### config.mk
export PLATFORM = sky130hd
export DESIGN_NAME = fir_mac_datapath
export DESIGN_NICKNAME = d
export VERILOG_FILES = /design/src/rtl/fir_mac_datapath.sv
export SDC_FILE = /design/constraint.sdc
export NUM_CORES = 1
export LEC_CHECK = 0
export CAP_MARGIN = 30
export CORE_ASPECT_RATIO = 1.25
export CORE_MARGIN = 3
export CORE_UTILIZATION = 45
export DETAILED_ROUTE_END_ITERATION = 6
export DONT_BUFFER_PORTS = 1
export PLACE_DENSITY = 0.7
export SYNTH_ARGS = -nofsm -noshare
export SYNTH_HDL_FRONTEND = slang
export SYNTH_SLANG_ARGS = --single-unit
### constraint.sdc
create_clock -name clk -period 6.57 [get_ports clk]
set_input_delay 0.657 -clock clk [delete_from_list [all_inputs] [get_ports clk]]
set_output_delay 0.657 -clock clk [all_outputs]
set_load 0.05 [all_outputs]
### src/rtl/fir_mac_datapath.sv
// fir_mac_datapath: sample RAM, coefficient ROM and a 2-stage MAC pipeline
// for the 3-tap FIR. The finished sum is captured on each closing acc_clr.
// Build option: define FIR_MAC_SAT_EN to make overflowing accumulates
// saturate instead of wrapping (ovf flags the event in both builds).
module fir_mac_datapath #(
  parameter int DATA_W = 8,
  parameter int COEF_W = 8,
  parameter int ACC_W  = 18,
  parameter int COEF0  = 1,
  parameter int COEF1  = 2,
  parameter int COEF2  = 3
) (
  input  logic              clk,
  input  logic              global_reset,
  input  logic [DATA_W-1:0] x_in,
  input  logic              wr,
  input  logic [1:0]        add_ram,
  input  logic [1:0]        add_rom,
  input  logic              ld1,
  input  logic              ld2,
  input  logic              acc_clr,
  output logic [ACC_W-1:0]  y_out,
  output logic              y_valid,
  output logic              ovf
);

  localparam int PROD_W = DATA_W + COEF_W;
  localparam logic signed [ACC_W-1:0] ACC_MAX = {1'b0, {(ACC_W-1){1'b1}}};
  localparam logic signed [ACC_W-1:0] ACC_MIN = {1'b1, {(ACC_W-1){1'b0}}};

  logic signed [DATA_W-1:0] ram0, ram1, ram2, ram_rd;
  logic signed [COEF_W-1:0] rom_rd;
  logic signed [DATA_W-1:0] x_reg;
  logic signed [COEF_W-1:0] c_reg;
  logic                     ld_vld;
  logic signed [PROD_W-1:0] prod;
  logic signed [ACC_W-1:0]  p_reg;
  logic                     p_vld;
  logic signed [ACC_W-1:0]  acc, acc_d, sum;
  logic                     pending, pending_d;
  logic                     ovf_d, add_ovf;

  // Combinational sample RAM read; address 3 is unmapped and reads zero.
  always_comb begin
    ram_rd = '0;
    case (add_ram)
      2'd0:    ram_rd = ram0;
      2'd1:    ram_rd = ram1;
      2'd2:    ram_rd = ram2;
      default: ram_rd = '0;
    endcase
  end

  // Coefficient ROM; address 3 reads zero.
  always_comb begin
    rom_rd = '0;
    case (add_rom)
      2'd0:    rom_rd = COEF_W'(COEF0);
      2'd1:    rom_rd = COEF_W'(COEF1);
      2'd2:    rom_rd = COEF_W'(COEF2);
      default: rom_rd = '0;
    endcase
  end

  // RAM writes and stage-1 operand loads; loads see the pre-write RAM word.
  always_ff @(posedge clk or posedge global_reset) begin
    if (global_reset) begin
      ram0   <= '0;
      ram1   <= '0;
      ram2   <= '0;
      x_reg  <= '0;
      c_reg  <= '0;
      ld_vld <= 1'b0;
    end else begin
      if (wr) begin
        case (add_ram)
          2'd0:    ram0 <= x_in;
          2'd1:    ram1 <= x_in;
          2'd2:    ram2 <= x_in;
          default: ;
        endcase
      end
      if (ld1) x_reg <= ram_rd;
      if (ld2) c_reg <= rom_rd;
      ld_vld <= ld1 & ld2;
    end
  end

  assign prod = x_reg * c_reg;

  // Stage 2: product register; the valid flag trails the load by one more
  // edge so it lines up with the product it qualifies.
  always_ff @(posedge clk or posedge global_reset) begin
    if (global_reset) begin
      p_reg <= '0;
      p_vld <= 1'b0;
    end else begin
      p_reg <= {{(ACC_W-PROD_W){prod[PROD_W-1]}}, prod};
      p_vld <= ld_vld;
    end
  end

  assign sum     = acc + p_reg;
  assign add_ovf = (acc[ACC_W-1] == p_reg[ACC_W-1]) && (sum[ACC_W-1] != acc[ACC_W-1]);

  // Stage 3 next-state: clear/restart, accumulate with overflow tracking, or hold.
  always_comb begin
    acc_d     = acc;
    pending_d = pending;
    ovf_d     = ovf;
    if (acc_clr) begin
      acc_d     = p_vld ? p_reg : '0;
      pending_d = p_vld;
      ovf_d     = 1'b0;
    end else if (p_vld) begin
      pending_d = 1'b1;
      ovf_d     = ovf | add_ovf;
`ifdef FIR_MAC_SAT_EN
      if (add_ovf) acc_d = acc[ACC_W-1] ? ACC_MIN : ACC_MAX;
      else         acc_d = sum;
`else
      acc_d = sum;
`endif
    end
  end

  // Stage 3 accumulator state registers.
  always_ff @(posedge clk or posedge global_reset) begin
    if (global_reset) begin
      acc     <= '0;
      pending <= 1'b0;
      ovf     <= 1'b0;
    end else begin
      acc     <= acc_d;
      pending <= pending_d;
      ovf     <= ovf_d;
    end
  end

  // Capture the pre-clear sum and pulse y_valid when a clear closes a sum.
  always_ff @(posedge clk or posedge global_reset) begin
    if (global_reset) begin
      y_out   <= '0;
      y_valid <= 1'b0;
    end else if (acc_clr && pending) begin
      y_out   <= acc;
      y_valid <= 1'b1;
    end else begin
      y_valid <= 1'b0;
    end
  end

endmodule

==> results of run 1 <==
## cell usage in the layout, fill, tap and decap left out, types with 9 or more instances in the layout
cell type | netlist | layout
ha_1 | 35 | 35
xor2_1 | 9 | 9
nand2_1 | 23 | 23
and2_1 | 15 | 15
clkbuf_16 | 0 | 9
mux2i_1 | 16 | 16
xnor2_1 | 12 | 12
a21oi_1 | 38 | 38
dfrtp_1 | 86 | 86
mux2_2 | 43 | 43
nor2_1 | 34 | 34
o21ai_0 | 16 | 16
## report_power, final
| part | total [mW] | switching, mW | internal, mW | leakage (nW) |
|---|---|---|---|---|
| logic | 0.548 | 0.277 | 0.271 | 1.13 |
| clock network | 0.504 | 0.185 | 0.319 | 0.147 |
| registers | 0.897 | 0.238 | 0.659 | 1.08 |
| total | 1.95 | 0.701 | 1.25 | 2.36 |
## metrics by stage
stage	setup slack [ns]	std cells	hold slack (ns)
global placement	3.89	529	0.333
global route	3.65	543	0.239
CTS	3.73	543	0.234
finish	3.74	543	0.237
floorplan	3.69	414	0.331
detailed placement	3.81	530	0.336
## worst max-delay path by stage
stage | slack [ns] | to | start
after detailed placement | 3.81 | acc[16]$_DFFE_PP0P_ | acc[0]$_DFFE_PP0P_
final | 3.74 | acc[16]$_DFFE_PP0P_ | acc[0]$_DFFE_PP0P_
after global routing | 3.65 | acc[16]$_DFFE_PP0P_ | acc[0]$_DFFE_PP0P_
after floorplan | 3.69 | acc[0]$_DFFE_PP0P_ | global_reset
after CTS | 3.73 | acc[16]$_DFFE_PP0P_ | acc[0]$_DFFE_PP0P_
after global placement | 3.89 | acc[16]$_DFFE_PP0P_ | p_reg[0]$_DFF_PP0_
## final cells by class
type / instances / area share
timing repair buffer: 2 / 0.00697
sequential: 86 / 0.428
multi-input combinational: 308 / 0.468
clock buffer: 12 / 0.0530
clock inverter: 1 / 0.00597
tap: 126 / 0.0314
inverter: 8 / 0.00622
## cells in the mapped netlist, drive strengths merged, types with 2 or more instances
master	instances
and2	15
nand2	23
a311o	3
a221o	2
mux2i	16
xnor2	12
a21o	8
and4	2
and3	5
o21ai	22
fa	2
a311oi	2
ha	35
inv	7
nor2b	6
a21oi	38
nand3	4
nand2b	2
a211oi	3
nor3	6
nor2	34
mux2	43
xor2	9
a31oi	2
dfrtp	86
clkbuf	11
nand4	2
## worst max-delay path, delay by kind of cell, from the launching register on
family,cells,cell delay (ns)
flops,1,0.40
simple gates,1,0.17
compound gates,5,1.29
xor+xnor,1,0.21
fa+ha+maj,2,0.64
## cells by family (layout without fill, tap and decap cells)
logic type / after synthesis / count (layout) / share of synthesized area
AO/OA/AOI/OAI: 88 / 88 / 0.119
buffers and inverters: 20 / 23 / 0.0164
multiplexers: 59 / 59 / 0.141
AND/OR/NAND/NOR: 103 / 103 / 0.110
flip-flops: 86 / 86 / 0.470
XOR/XNOR: 21 / 21 / 0.0401
adder cells (fa/ha/maj): 37 / 37 / 0.104
## layer usage
layer  wire length, um  vias to the layer above  share of wire
met1              3450                     1435           0.43
met4               190                        0          0.024
met3               373                       13          0.046
met5                 0                        -              0
li1                  -                     1492              -
met2              4020                       51           0.50
==> results.txt, run 1 <==
Final Power: 1.95 mW
Setup repair after global routing missed its margin: false
Crit Path Category: flip-flop to flip-flop
Die W: 96.3 um
Critical path capture point type: flip-flop
Crit path largest cell delay: 0.42 ns
Area used by sequential logic in the layout: 2150 um^2
Area of all placed cells without fillers: 5030 um^2
Worst R2R Setup Slack: 3.74 ns
Number of register bits inferred by synthesis: 86
Startpoint type of the worst setup path: flip-flop
Max Freq: 0.354 GHz
Placeable core area: 9760 um^2
Synth async-reset ratio: 1.00
# IOs: 38
CP Data Arrival Time: 3.04 ns
I/O Buffers: 0
Combined area of all synthesized cells: 4580 um^2
Vias in the first global route: 3055
Standard cell area after detailed placement: 4730 um^2
Post-synth EDFFs: 0
Fraction of layout cells with a size suffix above 1: 0.153
Average wire length per cell after detail routing: 14.8 um
Critical path, cell by cell: ha_1 -> fa_1 -> a21o_1 -> a221o_1 -> a2111oi_2 -> nor3_1 -> a311oi_2 -> xor2_1 -> o21ai_1
# Max-Cap Violations: 0
Outcome: finished clean
Min Tclk post-route: 2.83 ns
Clock buffer count from CTS: 9
Number of distinct library cells after synthesis: 43
Count of vias placed by the detailed router: 2991
Max Fanout on Critical Path: 3
Share of the clock period used by the worst path after layout: 0.430
Count of final max-slew check failures: 0
Worst-path cell with the longest stage delay: fa_1
Biggest area contributors in the synthesized netlist: dfrtp_1, mux2_2, ha_1
Maximum number of pins on one net before global-route repair: 66
Final net count: 470
M2 GR Usage: 0.259
GR Overflow Total: 0
Antenna violations before repair: 0
Headroom to the max-slew limit: 0.427
Most used routing layer in global routing: met2
GP Congestion: 0.881
TritonCTS clock tree: done
Worst r2r path cells: 9
Number of nets in the synthesized netlist: 469
Full die area: 11400 um^2
Via density: 5.51
Lkg Pwr: 2.36 nW
Clock skew: 0.00812 ns
Final setup violating endpoints: 0
DRC violations left: 0
Placement row count: 40
Area of the multi-input gates: 2350 um^2
Starting Density: 0.469
Overall routed net length: 8040 um
Clock transition at the registers of the reported paths: 0.06 ns
Cell at the root of the clock tree: clkbuf_16
Number of synthesis warnings: 0
Setup Fix Bufs, Post-CTS: 0
Clock sink count: 86
Detailed placement HPWL: 5920 um
Most instantiated flip-flop cell in the synthesis netlist: dfrtp_1
Fill cell count: 850
Clk_lat worst skew: 0.33 ns
Iteration-0 DRC Markers: 74
Sequential cell area fraction in the yosys report: 0.470
Average instance area after synthesis: 11.1 um^2
Hold crit path type: primary input to async pin
Global-route met3 utilization: 0.0556
Count of mapped cells out of synthesis: 414
Setup TNS: 0 ns
Number of gates resized after CTS: 0
Origin of the critical flop-to-flop path: acc[0]$_DFFE_PP0P_
Final core utilization: 0.515
Worst Max-Slew Pin Slew: 0.857 ns
Worst-case vdd ir drop: 0.000183 V
Vert. Die Dim: 119 um
Diode insertion count for antenna repair: 0
Largest buffer count on any clock path: 2
Top cell type's share of synthesized area: 0.470
GR Util All Layers: 0.152
Endpoint of the lowest-slack register-to-register path: acc[16]$_DFFE_PP0P_
GR Layer Usage met1: 0.169
Total of hold buffers inserted after clock tree synthesis: 0
Hold violation total from the final report: 0
Number of levels the H-tree was split into: 3
Library cell occupying the most area in the post-synthesis netlist: dfrtp_1
Required time at the worst-slack endpoint: 6.78 ns
Synth-to-layout area growth: 9.72%
First-pass GRT wire length: 13700 um
Power density over the cells: 388 nW/um^2
Routed Antenna Nets: 0
Detailed-router iteration count before antenna repair: 4
(Power assumes the default switching activity.)
==> run 2: changes to the inputs <==
PLACE_DENSITY = 0.72   (was 0.7)
clock period = 2.34 ns   (was 6.57 ns; I/O delays follow)
==> run 2 against run 1 <==
Compared with the run above: the run now ends with negative setup slack left; hold slack worse by 0.22 ns; largest power group unchanged; first-iteration DRC count grew to 2.6 times the previous value; routed wire length is 16% higher; register-to-register slack worse by 4.0 ns; critical path type unchanged; highest routed layer unchanged.
==> results.txt, run 2 (synthesized netlist as in run 1, its figures left out) <==
Outcome: finished with violations
Failing checks: negative setup slack
Clock sink count: 86
Maximum number of pins on one net before global-route repair: 42
Final setup violating endpoints: 4
GP Congestion: 0.882
Power density over the cells: 1070 nW/um^2
Worst-case vdd ir drop: 0.000518 V
Count of vias placed by the detailed router: 3243
Hold crit path type: primary input to flip-flop
Diode insertion count for antenna repair: 0
TritonCTS clock tree: done
Required time at the worst-slack endpoint: 2.55 ns
Full die area: 11400 um^2
GR Util All Layers: 0.175
Critical path capture point type: flip-flop
Lkg Pwr: 2.52 nW
Antenna violations before repair: 0
Fill cell count: 819
Iteration-0 DRC Markers: 194
Setup slack after placement: -0.347 ns
I/O Buffers: 0
Max Freq: 0.379 GHz
Area used by sequential logic in the layout: 2150 um^2
DRC violations left: 0
Min Tclk post-route: 2.64 ns
Clock transition at the registers of the reported paths: 0.07 ns
Clock skew: 0.0112 ns
Via density: 5.56
Starting Density: 0.469
Final Power: 5.81 mW
Leading cell type in the layout, fill and taps excluded: dfrtp_1
Placeable core area: 9760 um^2
Count of final max-slew check failures: 0
Setup repair after global routing missed its margin: true
Final net count: 507
# IOs: 38
Max Fanout on Critical Path: 3
Placement row count: 40
Startpoint type of the worst setup path: flip-flop
Hold violation total from the final report: 0
Fraction of layout cells with a size suffix above 1: 0.263
Detailed placement HPWL: 6540 um
Vert. Die Dim: 119 um
Number of levels the H-tree was split into: 3
Final setup margin: -0.301 ns
Headroom to the max-slew limit: 0.418
# Max-Cap Violations: 0
Clock buffer count from CTS: 9
Most frequent cells in the layout: dfrtp_1, mux2_2, a21oi_1
Clk_lat worst skew: 0.34 ns
CP Data Arrival Time: 2.85 ns
Detailed-router iteration count before antenna repair: 4
Area of the multi-input gates: 2510 um^2
GR Overflow Total: 0
Die W: 96.3 um
Average wire length per cell after detail routing: 15.9 um
Share of the clock period used by the worst path after layout: 1.13
Vias in the first global route: 3382
Largest buffer count on any clock path: 2
Worst Max-Slew Pin Slew: 0.870 ns
Cell at the root of the clock tree: clkbuf_16
First-pass GRT wire length: 15600 um
Overall routed net length: 9290 um
Synth-to-layout area growth: 19.1%
Routed Antenna Nets: 0
Crit Path Category: flip-flop to flip-flop
run 2: cell type report:
class / instances / share of cell area
Timing Repair Buffer: 39 / 0.0587
Inverter: 8 / 0.00619
Clock inverter: 6 / 0.00849
Tap cell: 126 / 0.0289
Sequential cell: 86 / 0.394
Clock buffer: 10 / 0.0438
Multi-Input combinational cell: 308 / 0.459
run 2: where the power goes:
part / total [mW] / internal [mW] / leakage (nW) / switching, mW
clock: 1.34 / 0.753 / 0.135 / 0.591
sequential: 2.50 / 1.85 / 1.08 / 0.654
combinational: 1.97 / 1.00 / 1.31 / 0.963
run 2: path summary, 6_finish.rpt:
path	from	to	depth (start not counted)	slack, ns
max	p_reg[0]$_DFF_PP0_	acc[14]$_DFFE_PP0P_	10	-0.30
min	acc_clr	acc[0]$_DFFE_PP0P_	1	0.02
max reg2reg	p_reg[0]$_DFF_PP0_	acc[14]$_DFFE_PP0P_	10	-0.30
min reg2reg	ld_vld$_DFF_PP0_	p_vld$_DFF_PP0_	0	0.35
max in group asynchronous	global_reset	y_out[10]$_DFFE_PP0P_	3	1.27
min in group asynchronous	global_reset	ram1[2]$_DFFE_PP0P_	2	0.40
run 2: through the flow:
stage                     hold slack, ns  TNS, ns  instance area, um^2  utilization  std cells
after floorplan                    0.319   -0.308                 4600            -        414
after global placement             0.149   -0.685                 4940        0.506        557
after detailed placement           0.154   -0.934                 4940        0.506        557
after CTS                        0.00480   -0.669                 5330        0.546        580
after global routing             0.00262    -1.34                 5460        0.559        583
final                             0.0175   -0.845                 5460        0.559        583
run 2: layer usage:
metal  share of wire  up-vias  wire [um]  GRT usage
met5               0        -          0          0
met4           0.028        0        257     0.0658
met3           0.047       20        437     0.0524
met2            0.53       78       4930      0.304
met1            0.39     1584       3670      0.196
li1                -     1561          -          -
run 2: timing repair:
action,4_1_cts,5_1_grt
setup endpoints to repair,6,16
buffers inserted,3,1
hold buffers,4,2
pin swaps,4,12
hold endpoints to repair,33,2
resized for setup,6,18
run 2: critical path, cell delays in order (launching register included):
cell and delay, ns:
dfrtp_1 0.39, ha_2 0.20, fa_2 0.35, a21o_1 0.18, a221o_1 0.39, a2111oi_4 0.32
nor3_2 0.11, buf_4 0.15, a31oi_4 0.18, xor2_2 0.16, o21ai_1 0.08
